[config.mk]
export PLATFORM = sky130hd
export DESIGN_NAME = encoder_layer_scheduler_flat
export DESIGN_NICKNAME = d
export VERILOG_FILES = /design/src/rtl/encoder_layer_scheduler_if.sv /design/src/rtl/encoder_layer_scheduler.sv /design/src/flat_wrapper.sv
export SDC_FILE = /design/constraint.sdc
export NUM_CORES = 1
export LEC_CHECK = 0
export CORE_MARGIN = 5
export CORE_UTILIZATION = 45
export DETAILED_ROUTE_END_ITERATION = 10
export PLACE_DENSITY = 0.78
export SLEW_MARGIN = 5
export SYNTH_ARGS = -nofsm -noshare
export SYNTH_HDL_FRONTEND = slang
export SYNTH_SLANG_ARGS = --single-unit
[constraint.sdc]
create_clock -name clk -period 6.4 [get_ports clk]
set_input_delay 0.64 -clock clk [delete_from_list [all_inputs] [get_ports clk]]
set_output_delay 0.64 -clock clk [all_outputs]
set_load 0.02 [all_outputs]
[src/rtl/encoder_layer_scheduler_if.sv]
// Signal bundle between the encoder scheduler, the network controller and the shared conv/pool engines.
// Handshake: start/abort come from the controller as levels sampled each clk; conv_start/pool_start and
// conv_done/pool_done are single-cycle pulses, and the cfg_* bus is held stable from a start pulse until its done.
interface encoder_layer_scheduler_if;
    logic        start;
    logic        abort;
    logic        busy;
    logic        done;
    logic        error;
    logic        conv_start;
    logic        conv_done;
    logic        pool_start;
    logic        pool_done;
    logic [1:0]  cfg_stage;
    logic [15:0] cfg_width;
    logic [15:0] cfg_height;
    logic [15:0] cfg_in_ch;
    logic [15:0] cfg_out_ch;
    logic [15:0] cfg_oc_base;
    logic [15:0] cfg_oc_count;
    logic [2:0]  state;

    modport master (
        input  start, abort, conv_done, pool_done,
        output busy, done, error, conv_start, pool_start,
        output cfg_stage, cfg_width, cfg_height, cfg_in_ch, cfg_out_ch, cfg_oc_base, cfg_oc_count,
        output state
    );

    modport slave (
        output start, abort, conv_done, pool_done,
        input  busy, done, error, conv_start, pool_start,
        input  cfg_stage, cfg_width, cfg_height, cfg_in_ch, cfg_out_ch, cfg_oc_base, cfg_oc_count,
        input  state
    );
endinterface

[src/rtl/encoder_layer_scheduler.sv]
// Sequences the shared conv and pool engines through the encoder stages: all conv tiles of a stage,
// then one 2x2 pool pass, with abort and a wait-state watchdog.
module encoder_layer_scheduler #(
    parameter int INPUT_WIDTH    = 224,
    parameter int INPUT_HEIGHT   = 224,
    parameter int INPUT_CHANNELS = 3,
    parameter int BASE_CHANNELS  = 64,
    parameter int NUM_STAGES     = 3,
    parameter int TILE_OC        = 16,
    parameter int WDT_WIDTH      = 24
) (
    input logic clk,
    input logic rst,
    encoder_layer_scheduler_if.master bus
);

    typedef enum logic [2:0] {
        IDLE       = 3'd0,
        CONV_ISSUE = 3'd1,
        CONV_WAIT  = 3'd2,
        POOL_ISSUE = 3'd3,
        POOL_WAIT  = 3'd4,
        FINISH     = 3'd5,
        ERROR      = 3'd6
    } state_t;

    localparam logic [15:0] W16    = 16'(INPUT_WIDTH);
    localparam logic [15:0] H16    = 16'(INPUT_HEIGHT);
    localparam logic [15:0] IC16   = 16'(INPUT_CHANNELS);
    localparam logic [15:0] BASE16 = 16'(BASE_CHANNELS);
    localparam logic [15:0] TILE16 = 16'(TILE_OC);
    localparam logic [1:0]  LAST_STAGE = 2'(NUM_STAGES - 1);
    // One below all-ones: the counter reaches all-ones on the same edge that enters ERROR.
    localparam logic [WDT_WIDTH-1:0] WDT_LAST = ~(WDT_WIDTH'(1));

    state_t               state_q, state_d;
    logic [1:0]           stage_q, stage_d;
    logic [15:0]          oc_base_q, oc_base_d;
    logic [WDT_WIDTH-1:0] wdt_q, wdt_d;
    logic [15:0]          cur_out_ch;
    logic [16:0]          next_tile_end;
    logic                 wdt_expired;

    function automatic logic [15:0] out_ch_of(input logic [1:0] s);
        return BASE16 << s;
    endfunction

    function automatic logic [15:0] in_ch_of(input logic [1:0] s);
        return (s == 2'd0) ? IC16 : (BASE16 << (s - 2'd1));
    endfunction

    function automatic logic [15:0] oc_count_of(input logic [15:0] out_ch, input logic [15:0] base);
        logic [15:0] rem;
        rem = out_ch - base;
        return (rem < TILE16) ? rem : TILE16;
    endfunction

    assign cur_out_ch    = out_ch_of(stage_q);
    assign next_tile_end = {1'b0, oc_base_q} + {1'b0, TILE16};
    assign wdt_expired   = (wdt_q == WDT_LAST);
    assign bus.state     = state_q;

    always_comb begin
        state_d   = state_q;
        stage_d   = stage_q;
        oc_base_d = oc_base_q;
        wdt_d     = wdt_q;
        case (state_q)
            IDLE: begin
                wdt_d = '0;
                if (bus.start && !bus.abort) begin
                    state_d   = CONV_ISSUE;
                    stage_d   = '0;
                    oc_base_d = '0;
                end
            end
            CONV_ISSUE: begin
                state_d = CONV_WAIT;
                wdt_d   = '0;
            end
            CONV_WAIT: begin
                wdt_d = wdt_q + WDT_WIDTH'(1);
                if (bus.conv_done) begin
                    if (next_tile_end < {1'b0, cur_out_ch}) begin
                        oc_base_d = next_tile_end[15:0];
                        state_d   = CONV_ISSUE;
                    end else begin
                        state_d = POOL_ISSUE;
                    end
                end else if (wdt_expired) begin
                    state_d = ERROR;
                end
            end
            POOL_ISSUE: begin
                state_d = POOL_WAIT;
                wdt_d   = '0;
            end
            POOL_WAIT: begin
                wdt_d = wdt_q + WDT_WIDTH'(1);
                if (bus.pool_done) begin
                    if (stage_q < LAST_STAGE) begin
                        stage_d   = stage_q + 2'd1;
                        oc_base_d = '0;
                        state_d   = CONV_ISSUE;
                    end else begin
                        state_d = FINISH;
                    end
                end else if (wdt_expired) begin
                    state_d = ERROR;
                end
            end
            FINISH: begin
                state_d   = IDLE;
                stage_d   = '0;
                oc_base_d = '0;
            end
            ERROR: begin
                state_d = ERROR;
            end
            default: begin
                state_d = IDLE;
            end
        endcase
        // Abort overrides every done and watchdog decision made above.
        if (bus.abort && state_q != IDLE) begin
            state_d   = IDLE;
            stage_d   = '0;
            oc_base_d = '0;
            wdt_d     = '0;
        end
    end

    always_ff @(posedge clk) begin
        if (rst) begin
            state_q          <= IDLE;
            stage_q          <= '0;
            oc_base_q        <= '0;
            wdt_q            <= '0;
            bus.busy         <= 1'b0;
            bus.done         <= 1'b0;
            bus.error        <= 1'b0;
            bus.conv_start   <= 1'b0;
            bus.pool_start   <= 1'b0;
            bus.cfg_stage    <= '0;
            bus.cfg_width    <= '0;
            bus.cfg_height   <= '0;
            bus.cfg_in_ch    <= '0;
            bus.cfg_out_ch   <= '0;
            bus.cfg_oc_base  <= '0;
            bus.cfg_oc_count <= '0;
        end else begin
            state_q        <= state_d;
            stage_q        <= stage_d;
            oc_base_q      <= oc_base_d;
            wdt_q          <= wdt_d;
            bus.busy       <= (state_d != IDLE) && (state_d != ERROR);
            bus.done       <= (state_d == FINISH);
            bus.error      <= (state_d == ERROR);
            bus.conv_start <= (state_d == CONV_ISSUE);
            bus.pool_start <= (state_d == POOL_ISSUE);
            // cfg only changes on entry to an ISSUE state, so it is frozen across each job.
            if (state_d == IDLE) begin
                bus.cfg_stage    <= '0;
                bus.cfg_width    <= '0;
                bus.cfg_height   <= '0;
                bus.cfg_in_ch    <= '0;
                bus.cfg_out_ch   <= '0;
                bus.cfg_oc_base  <= '0;
                bus.cfg_oc_count <= '0;
            end else if (state_d == CONV_ISSUE) begin
                bus.cfg_stage    <= stage_d;
                bus.cfg_width    <= W16 >> stage_d;
                bus.cfg_height   <= H16 >> stage_d;
                bus.cfg_in_ch    <= in_ch_of(stage_d);
                bus.cfg_out_ch   <= out_ch_of(stage_d);
                bus.cfg_oc_base  <= oc_base_d;
                bus.cfg_oc_count <= oc_count_of(out_ch_of(stage_d), oc_base_d);
            end else if (state_d == POOL_ISSUE) begin
                bus.cfg_oc_base  <= '0;
                bus.cfg_oc_count <= bus.cfg_out_ch;
            end
        end
    end

endmodule

[src/flat_wrapper.sv]
// flat-port wrapper written by rule: the top's interface ports become plain ports
module encoder_layer_scheduler_flat 
#(
    parameter int INPUT_WIDTH    = 224,
    parameter int INPUT_HEIGHT   = 224,
    parameter int INPUT_CHANNELS = 3,
    parameter int BASE_CHANNELS  = 64,
    parameter int NUM_STAGES     = 3,
    parameter int TILE_OC        = 16,
    parameter int WDT_WIDTH      = 24
)
  (clk, rst, bus_start, bus_abort, bus_conv_done, bus_pool_done, bus_busy, bus_done, bus_error, bus_conv_start, bus_pool_start, bus_cfg_stage, bus_cfg_width, bus_cfg_height, bus_cfg_in_ch, bus_cfg_out_ch, bus_cfg_oc_base, bus_cfg_oc_count, bus_state);
  encoder_layer_scheduler_if bus_i ();
  input logic clk;
  input logic rst;
  input wire logic [$bits(bus_i.start)-1:0] bus_start;
  input wire logic [$bits(bus_i.abort)-1:0] bus_abort;
  input wire logic [$bits(bus_i.conv_done)-1:0] bus_conv_done;
  input wire logic [$bits(bus_i.pool_done)-1:0] bus_pool_done;
  output wire logic [$bits(bus_i.busy)-1:0] bus_busy;
  output wire logic [$bits(bus_i.done)-1:0] bus_done;
  output wire logic [$bits(bus_i.error)-1:0] bus_error;
  output wire logic [$bits(bus_i.conv_start)-1:0] bus_conv_start;
  output wire logic [$bits(bus_i.pool_start)-1:0] bus_pool_start;
  output wire logic [$bits(bus_i.cfg_stage)-1:0] bus_cfg_stage;
  output wire logic [$bits(bus_i.cfg_width)-1:0] bus_cfg_width;
  output wire logic [$bits(bus_i.cfg_height)-1:0] bus_cfg_height;
  output wire logic [$bits(bus_i.cfg_in_ch)-1:0] bus_cfg_in_ch;
  output wire logic [$bits(bus_i.cfg_out_ch)-1:0] bus_cfg_out_ch;
  output wire logic [$bits(bus_i.cfg_oc_base)-1:0] bus_cfg_oc_base;
  output wire logic [$bits(bus_i.cfg_oc_count)-1:0] bus_cfg_oc_count;
  output wire logic [$bits(bus_i.state)-1:0] bus_state;
  assign bus_i.start = bus_start;
  assign bus_i.abort = bus_abort;
  assign bus_i.conv_done = bus_conv_done;
  assign bus_i.pool_done = bus_pool_done;
  assign bus_busy = bus_i.busy;
  assign bus_done = bus_i.done;
  assign bus_error = bus_i.error;
  assign bus_conv_start = bus_i.conv_start;
  assign bus_pool_start = bus_i.pool_start;
  assign bus_cfg_stage = bus_i.cfg_stage;
  assign bus_cfg_width = bus_i.cfg_width;
  assign bus_cfg_height = bus_i.cfg_height;
  assign bus_cfg_in_ch = bus_i.cfg_in_ch;
  assign bus_cfg_out_ch = bus_i.cfg_out_ch;
  assign bus_cfg_oc_base = bus_i.cfg_oc_base;
  assign bus_cfg_oc_count = bus_i.cfg_oc_count;
  assign bus_state = bus_i.state;
  encoder_layer_scheduler #(.INPUT_WIDTH(INPUT_WIDTH), .INPUT_HEIGHT(INPUT_HEIGHT), .INPUT_CHANNELS(INPUT_CHANNELS), .BASE_CHANNELS(BASE_CHANNELS), .NUM_STAGES(NUM_STAGES), .TILE_OC(TILE_OC), .WDT_WIDTH(WDT_WIDTH)) u_core (.clk(clk), .rst(rst), .bus(bus_i));
endmodule
==> reports/metrics.csv <==
metric;value;unit
status;completed;
gp_congestion;0.898;
crit_arrival;6290;ps
drtAntennaViolNets;0;
row_count;39;
period_needed;6050;ps
dp_hpwl;10200;µm
critPathTopFamily;compound AO/OA/AOI/OAI gates;
max_slew_margin;0.341;
drv_cap;0;
diodes;0;
crit_required;6640;ps
n_fill_cell;1019;
route.detailed.drc;0;
ctsHtreeMaxLevel;3;
grt_max_degree;26;
synth.distinct_cells;73;
hold_viol;0;
p_seq_frac;0.454;
synth-seq-area-share;0.354;
dieWidth;118;µm
p_int;0.951;mW
portBuffers;69;
cts_num_sinks;92;
avgSynthCellArea;7.93;µm²
drive_above_1_share;0.0544;
start_util;0.458;
multi_input_area;2920;µm²
overflow;0;
setup_viol;0;
seqCellArea;1840;µm²
fin_crit_sh;0.945;
rsz0062_at_grt;false;
power;1.28;mW
die_h;118;µm
cts_tree;done;
swShare;0.258;
final_common_cell;dfxtp_1;
cts.path.max_buffers;2;
grt_pass1_wl;22300;µm
final_cell_mix;92 x dfxtp_1, 73 x nand2_1, 72 x nor2_1;
hold_class;flop to flop;
grtUsageTotal;0.191;
skew;6.45;ps
synth_top_cell_area_share;0.354;
worst-path-buf-inv;1;
path_clk_slew;70;ps
crit_chain;and3_1 > nand3_1 > xor2_1 > inv_1 > ha_1 > o21ai_0 > a22o_1 > o21ai_1 > nor3_4 > o21ai_0 > o21ai_0 > o21a_1 > or2_2 > ha_1 > a21o_1 > a21o_1 > a21oi_2 > and3b_1 > a221o_1 > a2111o_1 > a2111oi_2 > nand4_2 > a22o_1;
power_switching;0.330;mW
routed_wl;13600;µm
clock_latency;340;ps
worst_pin_slew;982;ps
p_leak;2.24;nW
cpMostUsedCell;o21ai_0;
via_per_inst;5.58;
maxSlewViolCount;0;
netlist_area;5200;µm²
ys_warn_count;0;
antenna_found_initial;0;
ys_seq_elements;92;
io_pins;112;
cts_root_buf;clkbuf_16;
avgRoutedWirePerCell;16.1;µm
fmax;165;MHz
max_stage_delay;580;ps
dr.pass1.iters;5;
nNetsFinal;716;
power_density;212;nW/µm²
syn_inst;656;
synth.area.top_cells;dfxtp_1 35%, buf_4 8.2%, nand2_1 5.3%;
yosys.area.top_type;dfxtp_1;
worstSetupPathType;flop to flop;
power_frac_comb;0.085;
pwr-share-clk;0.461;
critPathLaunchType;flop;
cp-end-kind;flop;
drtIter0Drc;387;
synth_ff_type;dfxtp_1;
grt_pass1_vias;4518;
postCtsHoldBufs;0;
synth_edf_count;0;
core_area;11400;µm²
fin_setup_tns;0;ps
cts_setup_buffers;0;
slowest_stage;dfxtp_1;
crit_fanout;11;
synthArstFlopShare;0;
design.die.area;13800;µm²
areaGrowthSynthToFinish;16.2;%
vias;4696;
cts_buffers;9;
peakVddDrop;0.000182;V
==> kinds of logic (layout without fill, tap and decap cells) <==
| logic type | Yosys count | count (layout) | share of synthesized area |
|---|---|---|---|
| XOR/XNOR | 26 | 26 | 0.0438 |
| adder cells (fa/ha/maj) | 16 | 16 | 0.0385 |
| flip-flops | 92 | 92 | 0.354 |
| buffers and inverters | 104 | 106 | 0.117 |
| AND/OR/NAND/NOR | 272 | 272 | 0.261 |
| AO/OA/AOI/OAI | 144 | 144 | 0.183 |
| multiplexers | 1 | 1 | 0.00192 |
| other | 1 | 42 | 0.000721 |
==> stage by stage <==
stage | hold slack, ps | util | setup WS (ps) | area, µm² | instances
CTS | 435 | 0.530 | 176 | 6030 | 842
finish | 435 | 0.532 | 349 | 6040 | 842
detailed placement | 424 | 0.501 | 193 | 5700 | 826
floorplan | 446 | - | 947 | 5360 | 697
global placement | 423 | 0.501 | 454 | 5700 | 826
global route | 471 | 0.532 | 44.6 | 6040 | 842
==> registers in the layout (all words and copies together) (netlist names) <==
| name | cells |
|---|---|
| u_core.bus.state | 3 |
| u_core.bus.cfg_oc_base | 16 |
| u_core.bus.cfg_out_ch | 3 |
| u_core.bus.cfg_oc_count | 16 |
| u_core.stage_q | 2 |
| u_core.bus.busy | 1 |
| u_core.bus.done | 1 |
| u_core.bus.error | 1 |
| u_core.bus.conv_start | 1 |
| u_core.oc_base_q | 16 |
| u_core.bus.cfg_width | 4 |
| u_core.wdt_q | 24 |
| u_core.bus.cfg_in_ch | 2 |
| u_core.bus.pool_start | 1 |
| u_core.bus.cfg_stage | 1 |
==> Yosys cell counts (3+ instances only) <==
cell type	instances
o21a_1	4
xor2_1	16
or3_1	10
a22oi_1	3
o211a_1	3
o31ai_1	7
inv_1	20
o21ai_1	7
nor3_1	8
a21o_1	4
nand4_1	14
a31oi_1	5
nand2_1	73
buf_4	57
nor2_1	72
dfxtp_1	92
nor4_1	6
nand2b_1	6
buf_2	4
o211ai_1	4
and2_1	20
a211oi_1	5
clkbuf_1	22
xnor2_1	10
nand3_1	25
ha_1	16
or2_2	3
a21oi_1	44
o21ai_0	25
nor2b_1	9
and3_1	9
==> worst paths after layout <==
kind,depth (start not counted),start,end,slack [ps]
setup / recovery,23,u_core.oc_base_q[6],u_core.bus.cfg_oc_count[4],350
hold / removal,2,u_core.bus.cfg_in_ch[9],u_core.bus.cfg_in_ch[9],440
setup reg to reg,23,u_core.oc_base_q[6],u_core.bus.cfg_oc_count[4],350
hold reg to reg,2,u_core.bus.cfg_in_ch[9],u_core.bus.cfg_in_ch[9],440
==> final cells by class <==
cell class / count / area share
multi-input combinational: 501 / 0.483
sequential: 92 / 0.305
timing repair buffer: 70 / 0.116
clock buffer: 9 / 0.0373
tap: 143 / 0.0296
clock inverter: 7 / 0.0176
inverter: 20 / 0.0124
==> power groups by stage <==
stage / registers, mW / logic, mW / clock network (mW)
global route: 0.582 / 0.118 / 0.624
finish: 0.581 / 0.109 / 0.591
CTS: 0.581 / 0.107 / 0.602
global placement: 0.594 / 0.106 / 0
detailed placement: 0.595 / 0.107 / 0
floorplan: 0.596 / 0.0979 / 0
==> what timing repair did <==
action	in CTS	in global routing
resized for setup	0	3
endpoints found under the setup margin	0	5
endpoints found under the hold margin	0	0
==> worst reg2reg max path: stages (launching register included) <==
cell and delay, ps:
dfxtp_1 580, and3_1 260, nand3_1 100, xor2_1 190, inv_1 70, ha_1 280, o21ai_0 120, a22o_1 270
o21ai_1 200, nor3_4 130, o21ai_0 480, o21ai_0 190, o21a_1 150, or2_2 300, ha_1 270, a21o_1 220
a21o_1 200, a21oi_2 290, and3b_1 220, a221o_1 260, a2111o_1 380, a2111oi_2 360, nand4_2 210, a22o_1 250
==> layer usage <==
metal / vias up / share of wire / global-route usage
li1: 2266 / - / -
met1: 2184 / 0.44 / 0.252
met2: 217 / 0.45 / 0.293
met3: 29 / 0.093 / 0.0557
met4: 0 / 0.024 / 0.0753
met5: - / 0 / 0
No activity file was read; power rests on OpenSTA's default activity.
